File: src/rtl/mux4_rr_arbiter_if.sv
// Requester, output-handshake and mux-select bundle for mux4_rr_arbiter.
// When MUX_ARB_LOCK_EN is defined, a lock bit for multi-word bursts is added.
interface mux4_rr_arbiter_if #(parameter int WIDTH = 4);
   logic [3:0]       req;
   logic [WIDTH-1:0] in0;
   logic [WIDTH-1:0] in1;
   logic [WIDTH-1:0] in2;
   logic [WIDTH-1:0] in3;
   logic [3:0]       ack;
   logic             out_valid;
   logic             out_ready;
   logic [WIDTH-1:0] out_data;
   logic [1:0]       out_sel;
   logic             busy;
`ifdef MUX_ARB_LOCK_EN
   logic             lock;
`endif

   modport master (
      output req, in0, in1, in2, in3, out_ready,
`ifdef MUX_ARB_LOCK_EN
      output lock,
`endif
      input  ack, out_valid, out_data, out_sel, busy
   );

   modport slave (
      input  req, in0, in1, in2, in3, out_ready,
`ifdef MUX_ARB_LOCK_EN
      input  lock,
`endif
      output ack, out_valid, out_data, out_sel, busy
   );
endinterface

File: src/rtl/mux4_rr_arbiter.sv
// Round-robin arbiter driving the select of a shared 4:1 mux, valid/ready output, 1-cycle req-to-valid.
// Build option MUX_ARB_LOCK_EN: lock input keeps the grant (no rotation) across burst transfers.
module mux4_rr_arbiter #(
   parameter int WIDTH = 4
) (
   input  logic              clk,
   input  logic              rst_n,
   mux4_rr_arbiter_if.slave  bus
);
   typedef enum logic {IDLE, GRANT} state_e;

   state_e           state_q, state_d;
   logic [1:0]       ptr_q, ptr_d;
   logic [1:0]       sel_q, sel_d;
   logic             valid_w;
   logic             xfer_w;
   logic             lock_w;
   logic [3:0]       ack_w;
   logic [3:0]       cand_w;
   logic [2:0]       pick_w;
   logic [WIDTH-1:0] mux_dat;

   // Returns {found, index}; the lowest offset from p wins, so it is written last.
   function automatic logic [2:0] rr_pick(input logic [3:0] c, input logic [1:0] p);
      logic [2:0] r;
      logic [1:0] idx;
      r = 3'b000;
      for (int k = 3; k >= 0; k--) begin
         idx = p + 2'(k);
         if (c[idx]) r = {1'b1, idx};
      end
      return r;
   endfunction

`ifdef MUX_ARB_LOCK_EN
   assign lock_w = bus.lock;
`else
   assign lock_w = 1'b0;
`endif

   assign valid_w = (state_q == GRANT) && bus.req[sel_q];
   assign xfer_w  = valid_w && bus.out_ready;
   assign ack_w   = xfer_w ? (4'b0001 << sel_q) : 4'b0000;

   always_comb begin
      mux_dat = bus.in0;
      case (sel_q)
         2'd0: mux_dat = bus.in0;
         2'd1: mux_dat = bus.in1;
         2'd2: mux_dat = bus.in2;
         2'd3: mux_dat = bus.in3;
      endcase
   end

   assign bus.out_data  = mux_dat;
   assign bus.out_valid = valid_w;
   assign bus.ack       = ack_w;
   assign bus.out_sel   = sel_q;
   assign bus.busy      = (state_q == GRANT);

   always_comb begin
      state_d = state_q;
      ptr_d   = ptr_q;
      sel_d   = sel_q;
      cand_w  = 4'b0000;
      pick_w  = 3'b000;
      case (state_q)
         IDLE: begin
            pick_w = rr_pick(bus.req, ptr_q);
            if (pick_w[2]) begin
               sel_d   = pick_w[1:0];
               state_d = GRANT;
            end
         end
         GRANT: begin
            if (xfer_w) begin
               if (!lock_w) begin
                  // The just-served requester is masked so a lone repeat requester takes one bubble.
                  ptr_d  = sel_q + 2'd1;
                  cand_w = bus.req & ~ack_w;
                  pick_w = rr_pick(cand_w, sel_q + 2'd1);
                  if (pick_w[2]) sel_d = pick_w[1:0];
                  else           state_d = IDLE;
               end
            end else if (!bus.req[sel_q]) begin
               state_d = IDLE;
            end
         end
      endcase
   end

   always_ff @(posedge clk or negedge rst_n) begin
      if (!rst_n) begin
         state_q <= IDLE;
         ptr_q   <= 2'd0;
         sel_q   <= 2'd0;
      end else begin
         state_q <= state_d;
         ptr_q   <= ptr_d;
         sel_q   <= sel_d;
      end
   end
endmodule

File: src/flat_wrapper.sv
// flat-port wrapper written by rule: the top's interface ports become plain ports
module mux4_rr_arbiter_flat 
#(
   parameter int WIDTH = 4
)
  (clk, rst_n, bus_req, bus_in0, bus_in1, bus_in2, bus_in3, bus_out_ready, bus_ack, bus_out_valid, bus_out_data, bus_out_sel, bus_busy);
  mux4_rr_arbiter_if #(.WIDTH(WIDTH)) bus_i ();
  input  logic clk;
  input  logic rst_n;
  input wire logic [$bits(bus_i.req)-1:0] bus_req;
  input wire logic [$bits(bus_i.in0)-1:0] bus_in0;
  input wire logic [$bits(bus_i.in1)-1:0] bus_in1;
  input wire logic [$bits(bus_i.in2)-1:0] bus_in2;
  input wire logic [$bits(bus_i.in3)-1:0] bus_in3;
  input wire logic [$bits(bus_i.out_ready)-1:0] bus_out_ready;
  output wire logic [$bits(bus_i.ack)-1:0] bus_ack;
  output wire logic [$bits(bus_i.out_valid)-1:0] bus_out_valid;
  output wire logic [$bits(bus_i.out_data)-1:0] bus_out_data;
  output wire logic [$bits(bus_i.out_sel)-1:0] bus_out_sel;
  output wire logic [$bits(bus_i.busy)-1:0] bus_busy;
  assign bus_i.req = bus_req;
  assign bus_i.in0 = bus_in0;
  assign bus_i.in1 = bus_in1;
  assign bus_i.in2 = bus_in2;
  assign bus_i.in3 = bus_in3;
  assign bus_i.out_ready = bus_out_ready;
  assign bus_ack = bus_i.ack;
  assign bus_out_valid = bus_i.out_valid;
  assign bus_out_data = bus_i.out_data;
  assign bus_out_sel = bus_i.out_sel;
  assign bus_busy = bus_i.busy;
  mux4_rr_arbiter #(.WIDTH(WIDTH)) u_core (.clk(clk), .rst_n(rst_n), .bus(bus_i));
endmodule
File: config.mk
export PLATFORM = sky130hd
export DESIGN_NAME = mux4_rr_arbiter_flat
export DESIGN_NICKNAME = d
export VERILOG_FILES = /design/src/rtl/mux4_rr_arbiter_if.sv /design/src/rtl/mux4_rr_arbiter.sv /design/src/flat_wrapper.sv
export SDC_FILE = /design/constraint.sdc
export NUM_CORES = 1
export LEC_CHECK = 0
export BUFFER_PORTS_ARGS = -buffer_cell sky130_fd_sc_hd__clkbuf_2
export CAP_MARGIN = 20
export CORE_UTILIZATION = 40
export CTS_CLUSTER_DIAMETER = 200
export CTS_CLUSTER_SIZE = 30
export DETAILED_ROUTE_END_ITERATION = 8
export PLACE_DENSITY_LB_ADDON = 0.05
export SLEW_MARGIN = 15
export SYNTH_ARGS = -nofsm -noshare
export SYNTH_HDL_FRONTEND = slang
export SYNTH_SLANG_ARGS = --single-unit
export TNS_END_PERCENT = 100
File: constraint.sdc
create_clock -name clk -period 2.2 [get_ports clk]
set_clock_uncertainty 0.2 [all_clocks]
set_input_delay 0 -clock clk [delete_from_list [all_inputs] [get_ports clk]]
set_output_delay 0 -clock clk [all_outputs]
set_load 0.01 [all_outputs]
== Word-level counts from Yosys, hierarchy flattened ==
Cells that the tools add are included.

* Input bits: 23
* Register bits: 5

* Bitwise logic cells: 3
* Shifts and indexed selects: 1
* Equal/unequal tests: 6
* Multiplexer cells: 40
* Reduce and logical (&&, ||, !) cells: 5
* $add $sub $neg: 7
* Magnitude comparators: 9

{| class="wikitable"
|+ Operators by type and width
! kind !! count
|-
| $mux 3 || 11
|-
| $lt 2x3->1 const B || 9
|-
| $bmux 1 s2 || 9
|-
| $pmux 4 s4 || 1
|-
| $mux 1 || 13
|-
| $add 2x2->2 const B || 4
|-
| $add 2x1->2 const B || 3
|-
| $mux 2 || 3
|-
| $ne 2x2->1 const B || 3
|-
| $and 4x4->4 || 1
|-
| $eq 2x2->1 const B || 2
|-
| $mux 4 || 1
|-
| $not 4->4 || 1
|-
| $pmux 2 s2 || 1
|-
| $shl 1x2->4 const A || 1
|-
| $reduce_and 3->1 || 1
|-
| $eq 2x1->1 const B || 1
|-
| $logic_and 1x1->1 || 2
|-
| $logic_not 2->1 || 1
|-
| $pmux 1 s2 || 1
|-
| $reduce_and 2->1 || 1
|-
| $not 1->1 || 1
|}

== Depth between registers and ports, before layout ==
* Word-level depth: 18
* Gate-level depth with buffers: 8
* Gate-level depth less buffers: 7

== Least setup slack after synthesis ==
OpenSTA, ideal clock, no wires.

* Path kind: reg2reg
* Start: register u_core.sel_q[1], in the netlist u_core.bus.out_sel[1]
* End: register u_core.sel_q[1], in the netlist u_core.bus.out_sel[1]
* Buffers on the path: 0
* Required time: 1918 ps
* Stages on the path, launching flop included: 7
* Library setup time: 82 ps
* Path slack: -84 ps
* Arrival time: 2002 ps
* Cells stage by stage: dfrtp_1 -> mux4_2 -> a311oi_4 -> o21ai_1 -> a211oi_2 -> o21ai_1 -> a31oi_1

* Cells in the longest elaborated chain, start to end: 18
* Elaborated cells on any way between the ends: 32
* Those cells by class: add/sub (4); eq/ne (2); shift (1); mux (20); bitwise (2); reduce/logical (3)

{| class="wikitable"
|+ RTL lines
! item !! RTL line !! source
|-
| from (decl) || mux4_rr_arbiter.sv:14 || <nowiki>logic [1:0] sel_q, sel_d;</nowiki>
|-
| from (signal assigned) || mux4_rr_arbiter.sv:100 || <nowiki>sel_q <= sel_d;</nowiki>
|-
| $bmux 1 s2 || mux4_rr_arbiter.sv:41 || <nowiki>assign valid_w = (state_q == GRANT) && bus.req[sel_q];</nowiki>
|-
| $mux 1 (not written as such) || mux4_rr_arbiter.sv:41 ||
|-
| $logic_and 1x1->1 || mux4_rr_arbiter.sv:41 ||
|-
| $logic_and 1x1->1 || mux4_rr_arbiter.sv:42 || <nowiki>assign xfer_w = valid_w && bus.out_ready;</nowiki>
|-
| $mux 4 || mux4_rr_arbiter.sv:43 || <nowiki>assign ack_w = xfer_w ? (4'b0001 << sel_q) : 4'b0000;</nowiki>
|-
| $not 4->4 || mux4_rr_arbiter.sv:80 || <nowiki>cand_w = bus.req & ~ack_w;</nowiki>
|-
| $and 4x4->4 || mux4_rr_arbiter.sv:80 ||
|-
| $bmux 1 s2 || mux4_rr_arbiter.sv:30 || <nowiki>if (c[idx]) r = {1'b1, idx};</nowiki>
|-
| $mux 1 (not written as such) || mux4_rr_arbiter.sv:30 ||
|-
| $mux 3 (4 in series) || mux4_rr_arbiter.sv:30 ||
|-
| $mux 3 || mux4_rr_arbiter.sv:76 || <nowiki>if (xfer_w) begin</nowiki>
|-
| $mux 3 || mux4_rr_arbiter.sv:67 || <nowiki>case (state_q)</nowiki>
|-
| $mux 2 || mux4_rr_arbiter.sv:82 || <nowiki>if (pick_w[2]) sel_d = pick_w[1:0];</nowiki>
|-
| $mux 2 || mux4_rr_arbiter.sv:76 ||
|-
| $pmux 2 s2 || mux4_rr_arbiter.sv:67 ||
|}

Parallel ways exist; a longest one is shown, timed or not. The select of a mux whose other input is x is not followed.
A chain may end at the register's enable or synchronous reset.

== Final worst setup path ==
* Start: register u_core.sel_q[1], in the netlist u_core.bus.out_sel[1]
* End: register u_core.sel_q[0], in the netlist u_core.bus.out_sel[0]

The elaborated chain is that of the path after synthesis.

==> run summary <==
The total of endpoints with negative setup slack in the final report came out at 2. The worst min-delay path category is in -> reg. The number of nets with antenna violations after routing is 0. The slack of the critical path is -0.0108 ns. The depth of the most critical reg-to-reg path is 7. The worst max-slew margin expressed relative to the limit came out at 0.712. The maximum number of pins on one net before global-route repair came out at 10.

Leaving out fill and tap cells, the most frequent cells in the layout are 34 x clkbuf_2, 15 x inv_1, 9 x buf_4. The wire length reported by the detailed router came out at 2390 um. The final worst-path cycle share came out at 1.00.

The number of iterations in the first detailed-routing pass is 4. TritonCTS built the clock tree. The final reports fail on negative setup slack. In the routed design, unresolved DRC markers number 0.

In the synthesized netlist the async set-or-reset flop fraction comes to 1.00. Summed over all failing endpoints, the final setup total negative slack is -0.0113 ns. The mux contribution to synthesized area came out at 0.0842.

The number of filler instances in the final layout is 155. After detailed routing, the average wire length per cell comes to 14.5 um. The signal on the critical path passes through mux4_2 -> buf_6 -> and3_2 -> o31ai_2 -> a21oi_1 -> o21ai_1 -> o211ai_1. The number of flops mapped to enable cells by yosys is 0.

The first-pass GRT wire length is 3580 um. The register-to-register setup slack came out at -0.01 ns. The worst register-to-register path ends at u_core.bus.out_sel[0]. The number of global-route vias before repair came out at 804. The fraction of synthesized cell area taken by the top area cell type came out at 0.168. In the final layout, the multi-input gates occupy 573 um^2.

Together, buffers and inverters on the worst path number 1. The distinct cell type count of the synthesized netlist came out at 36. The clock network latency to the later pin of the worst-skew pair is 0.25 ns. After clock tree synthesis, the clock-pin slew on the worst setup and hold paths is 0.05 ns. Measured along the x axis, the die boundary spans 45.1 um. The TritonCTS buffer count is 3. In this run the worst setup path terminates at u_core.bus.out_sel[0]. Power spread over the standard cell area amounts to 1320 nW/um^2. The flow ran to the end, but the final reports show violations. The post-synthesis simple-gate area fraction came out at 0.126. The number of hold violations in the final report is 0.

The count of antenna diodes in the layout is 0. The instance count on the critical path came out at 7. The clock passes through at most 2 buffers. The number of levels the H-tree was split into came out at 1. The Yosys step of the flow raised 0 warnings.

STA classifies the critical path endpoint as a register. The worst setup path is launched from a register. In this run the most critical hold path is launched from bus_req[3]. The area of the die is 2030 um^2. dfrtp_1 takes more of the synthesized area than any other cell. The register area is 128 um^2. The total global-route track usage is 0.247. The number of nets in the final layout is 169. The iteration-0 DRC count of the detailed router is 32. Counting flops and latches in the post-synthesis netlist gives 5. The HPWL after detailed placement is 1810 um.

The synthesized-area fraction occupied by ao, oa, aoi and oai cells was 0.431. By startpoint and endpoint, the worst setup path is classified as reg -> reg. The total via count after detailed routing is 928. The post-layout instance area came out at 1090 um^2. The total grt overflow came out at 0.

The initial antenna violation count came to 0. Of all nets on the critical path, the largest fanout is 6. The number of I/O pins came out at 35. For this design, the slowest cell found on the critical path is mux4_2. In this run the clock root is driven by a clkbuf_4.

The cell area after placement is 996 um^2. The part of the Yosys area used for sequential elements is 0.168. Counting I/O delays and the setup requirement, the final critical path takes 2.21 ns. STA puts the critical path data required time at 2.12 ns. The peak clock frequency supported by timing came out at 452 MHz. At the pin with the least slew margin, the transition time is 0.432 ns. The total number of clock tree sinks is 5. After synthesis, the cell types taking the most area are dfrtp_1 17%, ha_1 8.4%, inv_1 7.6%, a222oi_1 5.4%, mux2i_1 5.4%. VDD sags by at most 0.881 mV.

For this run, the leading register cell type out of synthesis is dfrtp_1. Of the total synthesized cell area, the portion taken by full adders, half adders and majority gates is 0.0842. Setup repair after global routing could not meet its margin everywhere. After synthesis, the largest family of logic cells by area is compound AO/OA/AOI/OAI gates. The share of layout cells above drive strength 1 is 0.464. The post-synthesis average cell area is 8.08 um^2. The routability-driven placement congestion ratio is 0.885. The number of vias per cell came out at 5.62. Of the total synthesized cell area, the portion taken by XOR and XNOR cells is 0. The placement row count came out at 15. The area of the mapped netlist is 743 um^2.

From bottom edge to top edge, the die measures 45.1 um. The cell count after synthesis is 92. In this run the worst setup path begins at u_core.bus.out_sel[1]. In this design, the largest share of critical-path delay is due to multiplexers. For this run, the slowest stage of the critical path takes 0.63 ns. At the worst endpoint, the arrival time is 2.13 ns.

The number of max-capacitance violations reported is 0. The initial utilization of the core area, before any placement, comes to 0.430. The number of nets in the synthesized netlist is 120. The leakage power is 0.561 nW. Relative to the synthesized area, the layout overhead comes to 47.3%. The number of pins with negative max-slew slack in the final report is 0. The area of the placeable core is 1730 um^2. The library cell used most frequently in the layout, excluding fill and tap cells, is clkbuf_2. The launch instance of the worst register-to-register path is u_core.bus.out_sel[1]. The total design power is 1.44 mW.

The total of buffers placed on input and output ports came out at 34.
==> where the power goes <==
part           internal (mW)  switching [mW]  leakage [nW]
logic                  0.506           0.634         0.486
registers              0.144          0.0518        0.0577
clock network         0.0660          0.0415        0.0177
total                  0.717           0.727         0.561
==> synth_stat cells, drive strengths merged (2+ instances only) <==
cell / count
inv: 15
o21ai: 11
a222oi: 4
and2: 2
a32oi: 2
mux2i: 4
and3: 3
nand2: 7
nor2: 4
buf: 2
a211oi: 2
a21o: 4
a21oi: 4
ha: 5
a31o: 2
dfrtp: 5
o211ai: 3
a311oi: 2
==> layer usage <==
layer  vias to the layer above  track usage  routed length (um)
li1                        453            -                   -
met1                       432        0.307                1010
met2                        43        0.406                1250
met3                         0       0.0760                 127
met4                         0       0.0788                   0
met5                         -            0                   0
==> through the flow <==
stage | worst slack (ns) | cells | utilization | hold WS [ns]
final | -0.0108 | 165 | 0.634 | 0.0745
after global routing | -0.114 | 165 | 0.634 | 0.0909
after CTS | -0.00200 | 165 | 0.630 | 0.0644
after detailed placement | -0.0380 | 157 | 0.577 | -0.371
after global placement | -0.0515 | 157 | 0.577 | -0.373
after floorplan | -0.0484 | 92 | - | -0.496
==> worst register-to-register path: cells and delay by family, from the launching register on <==
| kind | cells | cell delay, ns |
|---|---|---|
| buffers and inverters | 1 | 0.17 |
| and+or+nand+nor | 1 | 0.22 |
| DFF | 1 | 0.36 |
| muxes | 1 | 0.63 |
| AOI/OAI and AO/OA | 4 | 0.51 |
==> layout make-up <==
cell class                 count  share of cell area
clock buffer                   3              0.0206
clock inverter                 1             0.00457
inverter                      15              0.0514
multi-input combinational     69               0.523
sequential                     5               0.117
tap                           25              0.0286
timing repair buffer          47               0.255
==> timing repair <==
action | CTS | global route
endpoints found under the setup margin | 2 | 2
pin swaps | 7 | 1
endpoints found under the hold margin | 6 | 0
hold buffers | 3 | 0
gates resized for setup | 4 | 2
buffers inserted | 1 | 0
==> registers in the layout, indices dropped and copies added, names as in the netlist <==
register,flops
u_core.bus.out_sel,2
u_core.bus.busy,1
u_core.ptr_q,2
==> kinds of logic (layout without fill, tap and decap cells) <==
group / Yosys count / in the layout
compound gates: 40 / 40
simple gates: 19 / 19
buf+inv: 18 / 66
fa+ha+maj: 5 / 5
mux: 5 / 5
flops: 5 / 5
==> worst min path at each step <==
stage | to | slack [ns] | cells after the start
floorplan | u_core.bus.busy | -0.50 | 0
global placement | u_core.bus.busy | -0.37 | 1
detailed placement | u_core.bus.busy | -0.37 | 1
CTS | u_core.bus.out_sel[0] | 0.06 | 5
global route | u_core.bus.out_sel[1] | 0.09 | 4
finish | u_core.bus.out_sel[0] | 0.07 | 5
Note: power is estimated with default switching activity, not from simulation.
